## src/rtl/tx_module_pkg.sv

```systemverilog
// Shared UART definitions: FSM state encoding, parity-mode codes and the
// oversampling factor, so the transmitter and receiver agree on the frame.
package tx_module_pkg;

    typedef enum logic [2:0] {
        ST_IDLE   = 3'd0,
        ST_START  = 3'd1,
        ST_DATA   = 3'd2,
        ST_PARITY = 3'd3,
        ST_STOP   = 3'd4
    } tx_state_e;

    localparam int PARITY_NONE = 0;
    localparam int PARITY_EVEN = 1;
    localparam int PARITY_ODD  = 2;

    localparam int OVERSAMPLE = 16;

endpackage

```

## src/rtl/tx_module.sv

```systemverilog
// UART transmitter: start bit, NB data bits LSB first, optional parity bit and
// a stop period, all timed by the 16x oversampling tick from the baud generator.
module tx_module
    import tx_module_pkg::*;
#(
    parameter int NB_TXMODULE_DATA  = 8,
    parameter int SB_TXMODULE_TICKS = 16,
    parameter int PARITY_MODE       = PARITY_NONE
) (
    input  logic                        i_clk,
    input  logic                        i_reset,
    input  logic                        i_txmodule_TXSTART,
    input  logic                        i_txmodule_BRGTICKS,
    input  logic [NB_TXMODULE_DATA-1:0] i_txmodule_DIN,
    output logic                        o_txmodule_TX,
    output logic                        o_txmodule_TXDONE,
    output logic                        o_txmodule_BUSY
);

    localparam int NB_BITCNT  = $clog2(NB_TXMODULE_DATA);
    localparam int NB_STOPCNT = $clog2(SB_TXMODULE_TICKS);

    localparam logic [3:0]            LAST_TICK = 4'(OVERSAMPLE - 1);
    localparam logic [NB_BITCNT-1:0]  LAST_BIT  = NB_BITCNT'(NB_TXMODULE_DATA - 1);
    localparam logic [NB_STOPCNT-1:0] LAST_STOP = NB_STOPCNT'(SB_TXMODULE_TICKS - 1);
    localparam bit                    PARITY_EN = (PARITY_MODE != PARITY_NONE);

    tx_state_e                   state_q;
    logic [3:0]                  tick_q;
    logic [NB_STOPCNT-1:0]       stop_q;
    logic [NB_BITCNT-1:0]        bit_q;
    logic [NB_TXMODULE_DATA-1:0] shift_q;
    logic                        parity_q;
    logic                        tx_q;

    // NOTE: every register below is assigned with <= so all of them update
    // from the same pre-edge values; blocking '=' here would create ordering races.
    always_ff @(posedge i_clk) begin
        // NOTE: the shift register is a small flop vector, not a memory, so it
        // is cleared with everything else to give a fully defined reset state.
        if (i_reset) begin
            state_q  <= ST_IDLE;
            tick_q   <= '0;
            stop_q   <= '0;
            bit_q    <= '0;
            shift_q  <= '0;
            parity_q <= 1'b0;
            tx_q     <= 1'b1;
        end else begin
            case (state_q)
                ST_IDLE: begin
                    tx_q <= 1'b1;
                    if (i_txmodule_TXSTART) begin
                        shift_q  <= i_txmodule_DIN;
                        parity_q <= (PARITY_MODE == PARITY_ODD) ? ~(^i_txmodule_DIN)
                                                                :  (^i_txmodule_DIN);
                        tick_q   <= '0;
                        stop_q   <= '0;
                        bit_q    <= '0;
                        state_q  <= ST_START;
                        tx_q     <= 1'b0;
                    end
                end

                ST_START: begin
                    if (i_txmodule_BRGTICKS) begin
                        if (tick_q == LAST_TICK) begin
                            tick_q  <= '0;
                            state_q <= ST_DATA;
                            tx_q    <= shift_q[0];
                        end else begin
                            tick_q <= tick_q + 4'd1;
                        end
                    end
                end

                ST_DATA: begin
                    if (i_txmodule_BRGTICKS) begin
                        if (tick_q == LAST_TICK) begin
                            tick_q  <= '0;
                            shift_q <= shift_q >> 1;
                            if (bit_q == LAST_BIT) begin
                                if (PARITY_EN) begin
                                    state_q <= ST_PARITY;
                                    tx_q    <= parity_q;
                                end else begin
                                    state_q <= ST_STOP;
                                    tx_q    <= 1'b1;
                                end
                            end else begin
                                bit_q <= bit_q + NB_BITCNT'(1);
                                // tx must present the next bit on the same edge the shift happens
                                tx_q  <= shift_q[1];
                            end
                        end else begin
                            tick_q <= tick_q + 4'd1;
                        end
                    end
                end

                ST_PARITY: begin
                    if (i_txmodule_BRGTICKS) begin
                        if (tick_q == LAST_TICK) begin
                            tick_q  <= '0;
                            state_q <= ST_STOP;
                            tx_q    <= 1'b1;
                        end else begin
                            tick_q <= tick_q + 4'd1;
                        end
                    end
                end

                ST_STOP: begin
                    tx_q <= 1'b1;
                    if (i_txmodule_BRGTICKS) begin
                        if (stop_q == LAST_STOP) begin
                            stop_q  <= '0;
                            state_q <= ST_IDLE;
                        end else begin
                            stop_q <= stop_q + NB_STOPCNT'(1);
                        end
                    end
                end

                default: begin
                    state_q <= ST_IDLE;
                    tx_q    <= 1'b1;
                end
            endcase
        end
    end

    assign o_txmodule_TX     = tx_q;
    assign o_txmodule_TXDONE = (state_q == ST_STOP) && i_txmodule_BRGTICKS && (stop_q == LAST_STOP);
    assign o_txmodule_BUSY   = (state_q != ST_IDLE);

endmodule

```

## config.mk

```make
export PLATFORM = sky130hd
export DESIGN_NAME = tx_module
export DESIGN_NICKNAME = d
export VERILOG_FILES = /design/src/rtl/tx_module_pkg.sv /design/src/rtl/tx_module.sv
export SDC_FILE = /design/constraint.sdc
export NUM_CORES = 1
export LEC_CHECK = 0
export ABC_AREA = 1
export ABC_CLOCK_PERIOD_IN_PS = 1900
export CAP_MARGIN = 10
export CORE_ASPECT_RATIO = 1.75
export CORE_UTILIZATION = 35
export CTS_BUF_LIST = sky130_fd_sc_hd__clkbuf_16
export CTS_CLUSTER_SIZE = 14
export DETAILED_ROUTE_END_ITERATION = 10
export HOLD_SLACK_MARGIN = 0.1
export PLACE_DENSITY = 0.6
export SLEW_MARGIN = 10
export SYNTH_ARGS = -nofsm -noshare
export SYNTH_HDL_FRONTEND = slang
export SYNTH_SLANG_ARGS = --single-unit
export TNS_END_PERCENT = 30
```

## constraint.sdc

```tcl
create_clock -name i_clk -period 1.9 [get_ports i_clk]
set_clock_uncertainty 0.1 [all_clocks]
set_input_delay 0.38 -clock i_clk [delete_from_list [all_inputs] [get_ports i_clk]]
set_output_delay 0.38 -clock i_clk [all_outputs]
set_load 0.005 [all_outputs]
```

==> summary by stage <==
Detailed routing
The routed layout has 1309 vias. The first routing iteration left 16 violations. The number of detailed-routing iterations run before antenna repair is 4.

For this run, design rule violations remaining after detail routing come to 0. The average via count per standard cell is 4.66. The count of nets left with antenna violations after detail routing is 0. The routed wirelength normalized by instance count is 10.2 um. The detailed-route wire length is 2880 um.

Cells and area
The number of nets in the layout is 253. The repair_antennas step left the layout with diodes totalling 0. In the final layout, the share of cells above drive strength 1 is 17.4%.

The final-layout fill cell count is 342. Compared with the post-synthesis result, the final layout area differs by 33.7%. Cells fill 50.0% of the core in the end.

Logic synthesis
The share of synthesized area in the top cell type comes to 35.5%. The average instance in the mapped netlist occupies 6.46 um^2. The number of distinct standard cells referenced by the synthesized netlist is 22.

Counting flops with a built-in enable in the synthesized netlist gives 0. The number of standard cells after synthesis is 201. The async set or reset register ratio after synthesis is 0%. The largest total area in the synthesized netlist belongs to dfxtp_1. The leading cell type by number of instances after synthesis is nand2_1.

The total of warnings raised by yosys is 0. The most common flop cell mapped by yosys is dfxtp_1. The post-synthesis net count is 217. The number of storage elements in the synthesis netlist is 23. In this run the cell area of the synthesized design comes to 1300 um^2. After synthesis, the most frequently instantiated cells are nand2_1 (69), nor2_1 (38), dfxtp_1 (23), a21oi_1 (11).

The sequential fraction of the synthesis area is 35.5%. By area the synthesized netlist is led by dfxtp_1 (35%), nand2_1 (20%), nor2_1 (11%).

Worst setup path
The data arrival at the endpoint of the critical path is 1.32 ns. The category of the worst setup path launch point is a flip-flop. On the critical path the largest part of the delay comes from buffers and inverters. Data on the critical path is required at its endpoint by 1.42 ns. The critical path in this run is classified as reg2out. The worst reg2reg path startpoint is tick_q[0]$_SDFFE_PP0P_. The endpoint of the worst register-to-register path is state_q[1]$_SDFFE_PP0P_. Across all register-to-register paths, the minimum setup slack is 0.15 ns. The number of buffer and inverter stages on the critical path is 2.

Along the worst path, the maximum fanout reaches 6. The endpoint class of the critical path is an output pin. Measured in cells, the most critical reg-to-reg path has a length of 8. The signal on the critical path passes through inv_2 -> nand2_4 -> clkdlybuf4s50_1. The slowest stage of the critical path is the clkdlybuf4s50_1 cell. The maximum cell stage delay along the critical path is 0.50 ns.

GRT
The maximum number of pins on one net before global-route repair is 19. The initial antenna violation count is 0. The first global-routing pass estimated 4890 um of wire. The via count of the first global-routing pass is 1186. The remaining global-route overflow is 0.

The total routing resource utilization after global routing is 17.1%.

Place
The weighted congestion at the end of routability-driven global placement is 0.781. Port buffering added 14 buffers. Summed over all nets, the half-perimeter wirelength after detailed placement is 2210 um.

Timing
The worst pin sits at a relative slew slack of 83.6%. For the finished layout, the period the worst path requires is 1.80 ns. For the final routed database, the setup TNS stands at 0 ns. Setup violations remaining at the end of the flow were counted as 0.

On the final layout, the worst hold slack is 0.368 ns. The hold violation total from the final report is 0. Setup repair after global routing left no endpoint under its margin.

The number of max-slew violations in the final report was 0. The slew at the pin with the worst max-slew slack is 0.245 ns. The final critical path takes up 94.7% of the cycle.

The timing-limited maximum frequency is 556 MHz.

CTS
The worst-skew pair later-pin latency is 0.26 ns. The clock net in this run drives a total of 23 sinks. The number of buffers on the longest clock path is 2. The number of clock buffers added by TritonCTS is 3. Clock-pin slew was measured on the worst setup and hold paths at 0.06 ns. CTS built an H-tree with a depth of 1. The root cell of the clock tree is clkbuf_16.

The clock tree from TritonCTS is yes. After clock tree synthesis, the flow added hold-fix buffers numbering 0.

Floorplan
Row generation in the floorplan step produced 28 rows. The core footprint is 3470 um^2. The floorplan die area is 3960 um^2. The horizontal die dimension is 48.0 um. The die extent in y is 82.5 um. The number of ports placed on the die boundary is 15. Once the floorplan was initialized, standard cells occupied 37.4% of the core.

Pwr
In this run the power density over the cells is 1440 nW/um^2. After layout, the design draws a total of 2500 uW. For this design the static power due to leakage is 0.000808 uW. IR analysis of the VDD net gives a maximum drop of 0.654 mV.

Worst hold path
The worst hold path terminates at shift_q[7]$_SDFFE_PP0P_. Counting instances, the worst hold path has a depth of 2. The path class of the tightest hold or removal check is reg2reg. The worst hold path begins at shift_q[7]$_SDFFE_PP0P_.

Flow run
Across the run, the number of max-cap violations was 0.

Outcome
The flow ran to the end, and the final reports show no timing, DRC or antenna violations.
==> worst max path at each step <==
stage                            startpoint                      end  cells after the start
global route         tick_q[0]$_SDFFE_PP0P_  state_q[1]$_SDFFE_PP0P_                      8
detailed placement      i_txmodule_BRGTICKS        o_txmodule_TXDONE                      4
floorplan            tick_q[0]$_SDFFE_PP0P_  state_q[1]$_SDFFE_PP0P_                      8
global placement        i_txmodule_BRGTICKS        o_txmodule_TXDONE                      4
finish              state_q[2]$_SDFFE_PP0P_          o_txmodule_BUSY                      3
CTS                 state_q[1]$_SDFFE_PP0P_          o_txmodule_BUSY                      3
==> power breakdown <==
group	switching, uW	leakage (uW)	internal [uW]
logic	693	0.000576	586
clock network	175	0.0000409	283
registers	119	0.000191	642
==> what timing repair did <==
action | 4_1_cts | 5_1_grt
resized for setup | 9 | 2
pin swaps | 1 | 0
buffers inserted | 1 | 0
endpoints found under the setup margin | 2 | 1
==> routing by layer <==
metal	vias up	share of wire, %	wire [um]	track usage, %
li1	712	-	-	-
met1	574	43	1250	17.4
met2	18	52	1510	32.7
met3	5	2.4	69	2.61
met4	0	1.7	49	5.83
met5	-	0	0	0
==> flip-flops by register name, summed over array words and instances (netlist names) <==
signal and count:
bit_q 3, o_txmodule_TX 1, stop_q 4, state_q 3, shift_q 8, tick_q 4
==> final cells by class <==
class,instances,area [um^2],area share (%)
Clock buffer,3,75.1,4.33
Inverter,14,52.6,3.03
Clock inverter,1,5.00,0.289
Sequential cell,23,467,26.9
Tap cell,45,56.3,3.25
Timing Repair Buffer,34,302,17.4
Multi-Input combinational cell,161,777,44.8
==> stage by stage <==
stage	cells	instance area, um^2	setup slack, ns
6_report	281	1730	0.102
5_1_grt	281	1730	0.00325
4_1_cts	281	1730	0.0160
3_5_place_dp	276	1630	-0.0957
3_3_place_gp	276	1630	-0.0849
2_1_floorplan	201	1300	0.299
==> cell families (layout without fill, tap and decap cells) <==
kind of cell    after synthesis  count (layout)  synth area share, %
fa+ha+maj                     4               4                 3.86
flops                        23              23                 35.5
xor+xnor                      2               2                 1.35
buf+inv                      17              52                 5.59
simple gates                135             135                 45.1
compound gates               20              20                 8.58
==> cell usage in the layout (no fill, tap or decap), drive strengths merged <==
cell type,Yosys,routed
clkbuf,1,3
clkinv,1,2
nor2,39,39
or2,1,1
ha,4,4
o21ai,9,9
and2,2,2
a21oi,11,11
clkdlybuf4s50,0,13
nand3b,9,9
dfxtp,23,23
nand2,71,71
nand3,10,10
dlygate4sd2,0,1
buf,2,20
inv,13,13
nand4,3,3
xor2,2,2
==> worst min-delay path: stages (launching register included) <==
cell,delay (ns)
dfxtp_1,0.32
nor2_1,0.05
nor2_1,0.07
(Power assumes the default switching activity.)
